==> config.mk <==
export PLATFORM = sky130hd
export DESIGN_NAME = fire7_squeeze_ofm_writer
export DESIGN_NICKNAME = d
export VERILOG_FILES = /design/src/rtl/fire7_pkg.sv /design/src/rtl/fire7_squeeze_ofm_writer.sv
export SDC_FILE = /design/constraint.sdc
export NUM_CORES = 1
export LEC_CHECK = 0
export BUFFER_PORTS_ARGS = -buffer_cell sky130_fd_sc_hd__buf_2
export CELL_PAD_IN_SITES_DETAIL_PLACEMENT = 1
export CELL_PAD_IN_SITES_GLOBAL_PLACEMENT = 2
export CORE_AREA = 2 2 414 416
export DETAILED_ROUTE_END_ITERATION = 10
export DIE_AREA = 0 0 416 418
export PLACE_DENSITY = 0.64
export SYNTH_ARGS = -nofsm -noshare
export SYNTH_HDL_FRONTEND = slang
export SYNTH_SLANG_ARGS = --single-unit
==> constraint.sdc <==
create_clock -name clk -period 57.8 [get_ports clk]
set_clock_uncertainty 0.05 [all_clocks]
set_input_delay 8.67 -clock clk [delete_from_list [all_inputs] [get_ports clk]]
set_output_delay 8.67 -clock clk [all_outputs]
set_load 0.02 [all_outputs]
==> src/rtl/fire7_pkg.sv <==
// Shared fire7 constants and the squeeze-OFM writer state encoding.
package fire7_pkg;
  localparam int F7_DSP_NO = 64;
  localparam int F7_WIDTH  = 16;
  localparam int F7_WOUT   = 16;
  localparam int F7_PLANE  = F7_WOUT * F7_WOUT;

  typedef enum logic [1:0] {IDLE, DRAIN, DONE} f7_state_e;
endpackage

==> src/rtl/fire7_squeeze_ofm_writer.sv <==
// Captures one squeeze pixel bank per strobe and serialises it into the fire7
// feature-map RAM in channel-major order, pulsing ram_feedback after the last bank.
module fire7_squeeze_ofm_writer
  import fire7_pkg::*;
#(
  parameter int DSP_NO = F7_DSP_NO,
  parameter int WIDTH  = F7_WIDTH,
  parameter int WOUT   = F7_WOUT,
  parameter int ADDR_W = $clog2(DSP_NO * WOUT * WOUT)
) (
  input  logic              clk,
  input  logic              rst,
  input  logic              rearm,
  input  logic              fire7_squeeze_sample,
  input  logic [WIDTH-1:0]  ofm_in [0:DSP_NO-1],
  output logic              ram_we,
  output logic [ADDR_W-1:0] ram_addr,
  output logic [WIDTH-1:0]  ram_wdata,
  output logic              ram_feedback,
  output logic              busy,
  output logic              overrun
);
  localparam int PLANE = WOUT * WOUT;
  localparam int CH_W  = (DSP_NO > 1) ? $clog2(DSP_NO) : 1;
  localparam int PIX_W = (PLANE > 1) ? $clog2(PLANE) : 1;
  localparam logic [CH_W-1:0]   CH_LAST    = CH_W'(DSP_NO - 1);
  localparam logic [PIX_W-1:0]  PIX_LAST   = PIX_W'(PLANE - 1);
  localparam logic [ADDR_W-1:0] PLANE_STEP = ADDR_W'(PLANE);

  f7_state_e         state_q, state_d;
  logic [CH_W-1:0]   ch_q, ch_d;
  logic [PIX_W-1:0]  pix_q, pix_d;
  logic [ADDR_W-1:0] acc_q, acc_d;
  logic              we_q, we_d;
  logic [ADDR_W-1:0] addr_q, addr_d;
  logic [WIDTH-1:0]  wdata_q, wdata_d;
  logic              fb_q, fb_d;
  logic              ovr_q, ovr_d;
  logic              capture;
  logic [WIDTH-1:0]  shadow_q [0:DSP_NO-1];

  always_comb begin
    state_d = state_q;
    ch_d    = ch_q;
    pix_d   = pix_q;
    acc_d   = acc_q;
    we_d    = 1'b0;
    addr_d  = addr_q;
    wdata_d = wdata_q;
    fb_d    = 1'b0;
    ovr_d   = ovr_q;
    capture = 1'b0;
    unique case (state_q)
      IDLE: begin
        if (fire7_squeeze_sample) begin
          capture = 1'b1;
          ch_d    = '0;
          acc_d   = ADDR_W'(pix_q);
          state_d = DRAIN;
        end
      end
      DRAIN: begin
        // Address walks by one plane per channel from the pixel offset.
        we_d    = 1'b1;
        wdata_d = shadow_q[ch_q];
        addr_d  = acc_q;
        acc_d   = acc_q + PLANE_STEP;
        if (fire7_squeeze_sample) ovr_d = 1'b1;
        if (ch_q == CH_LAST) begin
          ch_d    = '0;
          pix_d   = pix_q + 1'b1;
          state_d = (pix_q == PIX_LAST) ? DONE : IDLE;
        end else begin
          ch_d = ch_q + 1'b1;
        end
      end
      DONE: begin
        // The final write is still on the outputs during the first DONE cycle.
        fb_d = we_q;
        if (rearm) begin
          state_d = IDLE;
          pix_d   = '0;
        end
      end
      default: state_d = IDLE;
    endcase
  end

  always_ff @(posedge clk or negedge rst) begin
    if (!rst) begin
      state_q <= IDLE;
      ch_q    <= '0;
      pix_q   <= '0;
      acc_q   <= '0;
      we_q    <= 1'b0;
      addr_q  <= '0;
      wdata_q <= '0;
      fb_q    <= 1'b0;
      ovr_q   <= 1'b0;
    end else begin
      state_q <= state_d;
      ch_q    <= ch_d;
      pix_q   <= pix_d;
      acc_q   <= acc_d;
      we_q    <= we_d;
      addr_q  <= addr_d;
      wdata_q <= wdata_d;
      fb_q    <= fb_d;
      ovr_q   <= ovr_d;
    end
  end

  always_ff @(posedge clk) begin
    if (capture) shadow_q <= ofm_in;
  end

  assign ram_we       = we_q;
  assign busy         = we_q;
  assign ram_addr     = addr_q;
  assign ram_wdata    = wdata_q;
  assign ram_feedback = fb_q;
  assign overrun      = ovr_q;
endmodule

==> results of run 1 <==
[layer usage]
layer	wire, um	GRT usage, %
met5	288	0.278
met4	4570	7.03
met3	10600	4.51
met2	84300	31.6
met1	61700	21.4
[logic make-up after synthesis]
kind of cell,count (synthesis)
DFF,1087
muxes,337
AOI/OAI and AO/OA,217
and+or+nand+nor,214
buffers and inverters,130
xor gates and xnor gates,6
adders and majority gates,3
[registers in the layout, indices dropped and copies added, names as in the netlist]
register,count
state_q,2
pix_q,8
ram_wdata,16
ch_q,6
shadow_q,1024
ram_feedback,1
acc_q,14
overrun,1
ram_addr,14
busy,1
[how the worst min path moves through the flow]
stage / slack (ns) / from / to
after global routing: 0.43 / overrun / overrun
after detailed placement: 0.39 / overrun / overrun
after CTS: 0.41 / overrun / overrun
after floorplan: 0.39 / acc_q[0] / ram_addr[0]
after global placement: 0.39 / overrun / overrun
final: 0.41 / overrun / overrun
[per-stage QoR]
step / power (W) / utilization [%] / hold slack [ns] / cells / worst slack [ns]
4_1_cts: 0.00235 / 31.6 / 0.410 / 5438 / 44.84
3_5_place_dp: 0.00160 / 29.4 / 0.395 / 5215 / 43.96
6_report: 0.00230 / 31.7 / 0.411 / 5490 / 44.87
3_3_place_gp: 0.00160 / 29.4 / 0.389 / 5215 / 44.10
2_1_floorplan: 0.00135 / - / 0.389 / 1994 / 19.35
5_1_grt: 0.00240 / 31.6 / 0.430 / 5476 / 44.48
[Yosys cell counts, types with 6 or more instances]
master	instances	share of area [%]
a2111oi_0	31	0.65
a21oi_1	49	0.59
a22o_1	15	0.32
a22oi_1	17	0.31
a31oi_1	17	0.26
buf_1	6	0.054
buf_2	36	0.43
buf_4	15	0.27
clkbuf_1	49	0.44
dfrtp_1	63	3.8
edfxtp_1	1024	74
inv_1	18	0.16
mux2_2	48	1.3
mux2i_1	65	1.6
mux4_2	224	12
nand2_1	105	0.95
nand3_1	25	0.30
nand4_1	6	0.090
nor2_1	60	0.54
o21ai_0	65	0.78
o22ai_1	16	0.24
[power breakdown]
part	total, W	switching (W)	leakage [nW]	internal (W)
logic	0.000597	0.000343	7.31	0.000254
registers	0.000956	0.0000439	10.1	0.000912
clock network	0.000743	0.000328	1.84	0.000415
[layout make-up]
cell class	instances	area share (%)
Multi-Input combinational cell	777	16.3
Clock buffer	152	5.93
Timing Repair Buffer	1114	10.7
Antenna cell	52	0.243
Sequential cell	1087	60.4
Inverter	19	0.147
Clock inverter	71	1.08
Tap cell	2218	5.18
==> metrics.md, run 1 <==
| Metric | Value |
|---|---|
| Leading cell types in the layout, fill and taps excluded | buf_2, edfxtp_1, mux4_2 |
| Hold Path Stages | 1 |
| Nets | a little over 4,000 |
| Num ports | 1,062 |
| Final wirelength | around 160,000 um |
| Sink Count | 1,087 |
| H-tree depth | 3 |
| Pwr Density | ~43 nW/um2 |
| Worst path bufs/invs | 6 |
| Compound-Gate Fraction of Synth Area | 3.28% |
| Critical Path Start | fire7_squeeze_sample |
| Worst slew margin | between 20% and 30% |
| Critical-path cell list | buf_2 > nand2_1 > inv_8 > buf_4 > buf_12 > buf_4 > buf_4 |
| Die Width | roughly 420 um |
| Initial DRC count | ~2,100 |
| Largest family of logic cells by synthesized area | multiplexers |
| RePlAce Congestion | roughly 0.84 |
| Post-place instance area | 49,600 um2 |
| Crit end category | flip-flop |
| Top Family by Delay on Critical Path | buffers and inverters |
| EDFF count, synth | a little over 1,000 |
| Reg clk slew, reported paths | around 0.060 ns |
| Static Leak | around 19 nW |
| Starting density of the core | between 20% and 30% |
| Most common cell after layout, fill and taps aside | buf_2 |
| Maxcap violations | 0 |
| Share of cells above drive strength 1 | 48.9% |
| Crit path DAT | around 13 ns |
| FF+latch area | about 32,000 um2 |
| Worst setup SP type | input port |
| RSZ-0062 raised after global routing | false |
| Total track usage | between 15 and 20% |
| DP HPWL | around 120,000 um |
| Sequential element share of the synthesized area | 77.8% |
| Avg WL per Cell | about 29 um |
| Fin. max-slew vios | 0 |
| Final setup viols | 0 |
| TritonCTS clock tree | yes |
| DR pass1 iterations | 5 |
| Footprint of the multi-input gates | a little under 9000 um2 |
| Worst-margin pin slew | between 1 and 1.5 ns |
| HP Class | flip-flop to flip-flop |
| Fin crit share | around 22% |
| Mux cell area share after synthesis | around 15% |
| Main synth FF type | edfxtp_1 |
| Synth Net Count | about 3,000 |
| Worst EP required | about 58 ns |
| DRC Markers | 0 |
| R2r startpoint | state_q[0] |
| Final ANT Viol Nets | 0 |
| FF-to-FF path depth | 7 |
| Cts bufs inserted | 120 |
| Xor/xnor share of the synthesized area | less than 1% |
| Resize count post-CTS | 0 |
| Clock Path Buffers | 3 |
| Largest net degree at the start of global routing | between 150 and 200 |
| Post-CTS setup repair buffer count | 0 |
| Status | finished, final reports clean |
| TNS Setup | 0 ns |
| Routed via count | between 20,000 and 25,000 |
| Slowest stage cell, crit path | buf_4 |
| Mapped Avg Cell Area | ~21 um2 |
| CP dominant cell by count | buf_4 |
| Final Cell Area | 53,500 um2 |
| Initial antenna violation count | between 100 and 150 |
| Avg Vias per Cell | roughly 4.5 |
| Die area | about 170,000 um2 |
| Crit path depth | 7 |
| Core area | ~170,000 um2 |
| Setup crit end | shadow_q[28] |
| Worst-skew pair later-pin latency | 0.79 ns |
| Post-synthesis register bit count | about 1,100 |
| Achievable Freq | around 77 MHz |
| Async set or reset register ratio after synthesis | 5.80% |
| Worst Path Class, Setup | input port to flip-flop |
| Simple-Gate Fraction of Synth Area | roughly 2.2% |
| Vias in the first global route | 26,055 |
| Crit Path Max Fanout | between 150 and 200 |
| DIE HEIGHT | between 400 and 500 um |
| Area of the mapped netlist | between 40,000 and 50,000 um2 |
| Peak supply drop | 0.0273 mV |
| Root Buffer | clkbuf_16 |
| First-pass GRT wire length | 213,000 um |
| Post-synthesis adder-cell area fraction | 0.0903% |
| R2R Setup Slk | ~52 ns |
| IO Port Bufs | between 1,000 and 1,500 |
| Hold_buf cts | 0 |
| Area delta synth->final | 28.8% |
| Fill cell total of the finished layout | 17,647 |
| Post-Syn Instances | roughly 2,000 |
| Overflow after GRT | 0 |
| Reg-to-Reg End | shadow_q[28] |
| Row Count | 151 |
| Worst path max stage delay | 0.93 ns |
| Synth warn | 0 |
| Distinct cells, synth | between 40 and 50 |
| Final Hold Vio Count | 0 |
| Tmin final | between 10 and 15 ns |
Power figures use the tool's default switching activity.
==> run 2: changes to the inputs <==
Settings changed: CORE_AREA 2 2 414 416 to 2 2 417 419, DIE_AREA 0 0 416 418 to 0 0 419 421, PLACE_DENSITY 0.64 to 0.63.
Clock period 57.8 ns to 13 ns, I/O delays scaled along.
==> metrics.md, run 2 (synthesis gave the netlist of run 1 again) <==
| Metric | Value |
|---|---|
| Flop pwr share | 40.7% (-0.9 points) |
| Final ANT Viol Nets | 0 (unchanged) |
| IO Port Bufs | 1,061 (unchanged) |
| Largest net degree at the start of global routing | 162 (+1.9%) |
| HP Class | flip-flop to flip-flop |
| Total track usage | 18.5% (+0.36 points) |
| Most common cell after layout, fill and taps aside | buf_2 |
| Achievable Freq | between 200 and 250 MHz |
| Final Cell Area | 54,100 um2 (+1.1%) |
| Pwr Density | 196 nW/um2 (+360%) |
| Hold WS | 0.416 ns (+0.00492 ns) |
| DIE HEIGHT | 421 um (+0.72%) |
| Worst Path Class, Setup | flip-flop to flip-flop |
| M2 GR Usage | 32.4% (+0.80 points) |
| Avg Vias per Cell | 4.43 (-0.82%) |
| Worst slew margin | 11.9% (-9.9 points) |
| TNS Setup | 0 ns (unchanged) |
| Largest reg by FF count | shadow_q |
| Peak supply drop | 0.141 mV (+410%) |
| Root Buffer | clkbuf_16 |
| Reg clk slew, reported paths | 0.06 ns (about the same) |
| GRT Max-Usage Layer | met2 |
| Clock Path Buffers | 3 (unchanged) |
| Routed via count | 24,755 (+1.0%) |
| Nets | 4,150 (unchanged) |
| Initial antenna violation count | 124 (+5.1%) |
| Final setup viols | 0 (unchanged) |
| Leading cell types in the layout, fill and taps excluded | buf_2, edfxtp_1, mux4_2 |
| Post-place instance area | 49,800 um2 (+0.36%) |
| First-pass GRT wire length | 221,000 um (+3.3%) |
| Post-CTS setup repair buffer count | 0 (unchanged) |
| Status | finished, final reports clean |
| Hold_buf cts | 0 (unchanged) |
| Worst-skew pair later-pin latency | 0.81 ns (+0.02 ns) |
| Worst setup SP type | flip-flop |
| Crit Path Max Fanout | 43 (-73%) |
| Clock share of power | 34.4% (+2.0 points) |
| Starting density of the core | 24.1% (-0.48 points) |
| Total power draw | 0.0106 W (+360%) |
| Row Count | 153 (+1.3%) |
| Die Width | 419 um (+0.72%) |
| Worst EP required | 13.55 ns (-44.61 ns) |
| Sw frac | 31.2% (+0.078 points) |
| DP HPWL | 126,000 um (+1.7%) |
| Met1 usage | 22.2% (+0.74 points) |
| Overflow after GRT | 0 (unchanged) |
| Max reg flops | 1,024 (unchanged) |
| Initial DRC count | 1,977 (-7.3%) |
| Tmin final | 4.44 ns |
| Final Hold Vio Count | 0 (unchanged) |
| Maxcap violations | 0 (unchanged) |
| H-tree depth | 4 (+1) |
| RePlAce Congestion | 0.841 (+0.59%) |
| Fin crit share | around a third |
| Crit end category | flip-flop |
| Sink Count | 1,087 (unchanged) |
| Fin. max-slew vios | 0 (unchanged) |
| Fill cell total of the finished layout | 18,003 (+2.0%) |
| Crit path DAT | 4.99 ns (-8.30 ns) |
| Area delta synth->final | 30.3% |
| Final core occ | 31.4% (-0.27 points) |
| RSZ-0062 raised after global routing | false |
| Share of cells above drive strength 1 | 49.1% (+0.25 points) |
| DRC Markers | 0 (unchanged) |
| Static Leak | 19.4 nW (+0.92%) |
| Avg WL per Cell | 29.7 um (+0.79%) |
| TritonCTS clock tree | yes |
| DR pass1 iterations | 6 (+1) |
| Worst-margin pin slew | 1.29 ns (+0.116 ns) |
| Core area | 172,000 um2 (+2.0%) |
| Met3 track utilization from global routing | 4.64% (+0.13 points) |
| P_sw | 0.00331 W (+360%) |
| Num ports | 1,062 (unchanged) |
| Cts bufs inserted | 130 (+8.3%) |
| Final wirelength | 166,000 um (+2.6%) |
| Logic pwr share | 25.0% (-1.0 points) |
| Die area | 176,000 um2 (+1.4%) |
| Int Power | 0.00729 W (+360%) |
| Resize count post-CTS | 0 (unchanged) |
| Vias in the first global route | 26,235 (+0.69%) |
==> run 2: cell count changes in the layout (fill, tap and decap cells not counted), sizes merged <==
cell      change
buf          -10
diode        -10
clkbuf        +7
clkinv        -6
bufinv        +5
clkinvlp      +4
inv           +4
==> run 2: area by class of cell <==
| cell class | count | area [um2] | area share [%] |
|---|---|---|---|
| clock inverter | 78 | 826 | 1.53 |
| multi-input combinational | 777 | 8760 | 16.2 |
| antenna | 42 | 105 | 0.194 |
| tap | 2325 | 2910 | 5.37 |
| clock buffer | 159 | 3380 | 6.25 |
| timing repair buffer | 1104 | 5740 | 10.6 |
| sequential | 1087 | 32300 | 59.7 |
| inverter | 19 | 78.8 | 0.146 |
==> run 2: power by group through the flow <==
stage	combinational (W)	clock [W]	sequential (W)
finish	0.00265	0.00365	0.00431
global route	0.00287	0.00387	0.00434
CTS	0.00277	0.00375	0.00432
detailed placement	0.00277	0	0.00439
global placement	0.00275	0	0.00439
floorplan	0.00157	0	0.00429
==> run 2: metal layers <==
metal / vias up / part of all wire [%]
met5: - / 0.19
met4: 52 / 2.4
met3: 310 / 6.2
met2: 958 / 52
met1: 12885 / 39
li1: 10550 / -
==> run 2: worst paths after layout <==
| check | from | end | slack [ns] | cells past startpoint |
|---|---|---|---|---|
| hold reg to reg | overrun | overrun | 0.42 | 1 |
| setup / recovery | ch_q[2] | ram_wdata[1] | 8.56 | 7 |
| hold / removal | overrun | overrun | 0.42 | 1 |
| setup reg to reg | ch_q[2] | ram_wdata[1] | 8.56 | 7 |
| min in group asynchronous | rst | acc_q[10] | 1.03 | 1 |
| max in group asynchronous | rst | ch_q[3] | 10.79 | 2 |
==> run 2: per-stage QoR <==
step / worst slack [ns] / std cells
after floorplan: 2.97 / 1994
after global placement: 7.56 / 5308
after detailed placement: 7.82 / 5312
after CTS: 8.42 / 5549
after global routing: 8.32 / 5576
final: 8.56 / 5591
==> run 2: critical path, stage by stage, from the launching register on <==
cell and delay [ns]:
dfrtp_4 0.88, buf_4 0.76, nand4bb_2 0.73, o22ai_1 0.33
a2111oi_1 0.14, buf_4 0.21, a2111oi_0 1.06, a31oi_1 0.07
==> run 3: changes to the inputs <==
Settings changed: CORE_AREA 2 2 417 419 to 2 2 415 417, DIE_AREA 0 0 419 421 to 0 0 417 419, PLACE_DENSITY 0.63 to 0.66.
Clock period 13 ns to 3.6 ns, I/O delays scaled along.
==> metrics.md, run 3 (synthesis gave the netlist of run 1 again) <==
| Metric | Value |
|---|---|
| Status | finished, final reports clean |
| Total track usage | 22.1% (+3.6 points) |
| Cts bufs inserted | 121 (-6.9%) |
| Tmin final | 3.41 ns (-1.03 ns) |
| Worst EP required | 4.22 ns (-9.33 ns) |
| Most common cell after layout, fill and taps aside | buf_2 |
| Crit path DAT | 4.02 ns (-0.97 ns) |
| Maxcap violations | 0 (unchanged) |
| Peak supply drop | 0.434 mV (+210%) |
| Area delta synth->final | 55.9% |
| Fin. max-slew vios | 0 (unchanged) |
| Routed via count | 30,390 (+23%) |
| Leading cell types in the layout, fill and taps excluded | buf_2, dlygate4sd3_1, edfxtp_1 |
| Clock Path Buffers | 3 (unchanged) |
| DIE HEIGHT | 419 um (-0.48%) |
| Non-Filler Instances | 6,607 (+18%) |
| TritonCTS clock tree | yes |
| Worst Path Class, Setup | flip-flop to flip-flop |
| RSZ-0062 raised after global routing | false |
| First-pass GRT wire length | 266,000 um (+21%) |
| Crit Path Max Fanout | 12 (-72%) |
| Initial DRC count | 2,505 (+27%) |
| Final setup viols | 0 (unchanged) |
| Top routing layer used | met5 |
| Vias in the first global route | 33,510 (+28%) |
| DR pass1 iterations | 5 (-1) |
| Reg clk slew, reported paths | 0.06 ns (about the same) |
| DP HPWL | 137,000 um (+9.3%) |
| Fin crit share | 94.6% (+60 points) |
| Pwr Density | 604 nW/um2 (+210%) |
| Max reg flops | 1,024 (unchanged) |
| RePlAce Congestion | 0.880 (+4.6%) |
| Total power draw | 0.0392 W (+270%) |
| Worst-margin pin slew | 1.05 ns (-0.241 ns) |
| DRC Markers | 0 (unchanged) |
| Worst setup SP type | flip-flop |
| Avg WL per Cell | 30.0 um (+1.1%) |
| Post-CTS setup repair buffer count | 0 (unchanged) |
| Core area | 171,000 um2 (-1.1%) |
| R2r startpoint | ch_q[0] |
| H-tree depth | 3 (-1) |
| Overflow after GRT | 0 (unchanged) |
| Sink Count | 1,087 (unchanged) |
| Placed insts | 5,301 (-0.21%) |
| Critical Path Start | ch_q[0] |
| Achievable Freq | 294 MHz (+30%) |
| WL met2 | 104,000 um (+20%) |
| Final Hold Vio Count | 0 (unchanged) |
| Crit end category | flip-flop |
| HP Class | input port to asynchronous set/reset pin |
| Share of cells above drive strength 1 | 38.3% (-11 points) |
| Initial antenna violation count | 72 (-42%) |
| Num ports | 1,062 (unchanged) |
| Starting density of the core | 24.4% (+0.27 points) |
| IO Port Bufs | 1,061 (unchanged) |
| Nets | 5,249 (+26%) |
| Final ANT Viol Nets | 0 (unchanged) |
| Die Width | 417 um (-0.48%) |
| Met1 Wirelength | 72,600 um (+12%) |
| Largest net degree at the start of global routing | 117 (-28%) |
| Wire length on met3 | 12,200 um (+20%) |
| Final wirelength | 198,000 um (+19%) |
| Worst-skew pair later-pin latency | 0.77 ns (-0.04 ns) |
| Root Buffer | clkbuf_16 |
| Die area | 175,000 um2 (-0.95%) |
| Row Count | 152 (-0.65%) |
| Static Leak | 23.9 nW (+24%) |
| Avg Vias per Cell | 4.60 (+3.9%) |
| Largest reg by FF count | shadow_q |
| Worst slew margin | 29.5% (+18 points) |
[run 3: path summary, 6_finish.rpt]
| check | endpoint | slack (ns) | depth (start not counted) |
|---|---|---|---|
| min in group clk | overrun | 0.40 | 1 |
| max in group asynchronous | ch_q[3] | 2.39 | 2 |
| max reg2reg | ram_wdata[4] | 0.19 | 8 |
| min reg2reg | overrun | 0.40 | 1 |
| max | ram_wdata[4] | 0.19 | 8 |
| min | ram_feedback | 0.35 | 2 |
[run 3: report_power, final]
| part | switching [W] | leakage, nW | internal (W) | total, W |
|---|---|---|---|---|
| combinational | 0.00636 | 12.1 | 0.00542 | 0.0118 |
| sequential | 0.000578 | 10.1 | 0.0146 | 0.0152 |
| clock | 0.00554 | 1.82 | 0.00661 | 0.0122 |
| total | 0.0125 | 23.9 | 0.0267 | 0.0392 |
[run 3: repair_timing]
action / in CTS / in global routing
cloned: 0 / 0
gates resized for setup: 5 / 3
setup endpoints to repair: 4 / 2
hold buffers: 1027 / 0
endpoints found under the hold margin: 1078 / 0
[run 3: final cells by class]
class	count	area, um2
tap	2233	2790
sequential	1087	32300
clock buffer	155	3190
inverter	19	78.8
fill	17482	106000
antenna	57	143
multi-input combinational	777	8750
clock inverter	67	553
timing repair buffer	2212	17000
[run 3: layer usage]
layer	up-vias	GRT usage, %
met5	-	0
met4	26	9.02
met3	453	4.81
met2	1432	39.9
met1	15733	25.3
li1	12746	-
[run 3: critical path, cell delays in order, from the launching register on]
cell       delay (ns)
dfrtp_4          0.61
buf_12           0.21
buf_12           0.15
mux4_2           0.49
a22oi_1          0.70
nor2_1           0.15
a2111oi_2        0.63
buf_4            0.23
a31oi_1          0.04
[run 3: metrics by stage]
step | TNS [ns] | worst slack [ns] | utilization [%] | hold slack [ns] | instance area (um2)
after floorplan | -104.52 | -0.102 | - | 0.194 | 41600
after global placement | -2.14 | -0.710 | 29.6 | 0.392 | 50600
after detailed placement | -0.598 | -0.384 | 29.7 | 0.395 | 50600
after CTS | 0 | 0.0229 | 37.9 | 0.318 | 64600
after global routing | 0 | 0.00887 | 38.0 | 0.356 | 64800
final | 0 | 0.194 | 38.0 | 0.354 | 64800
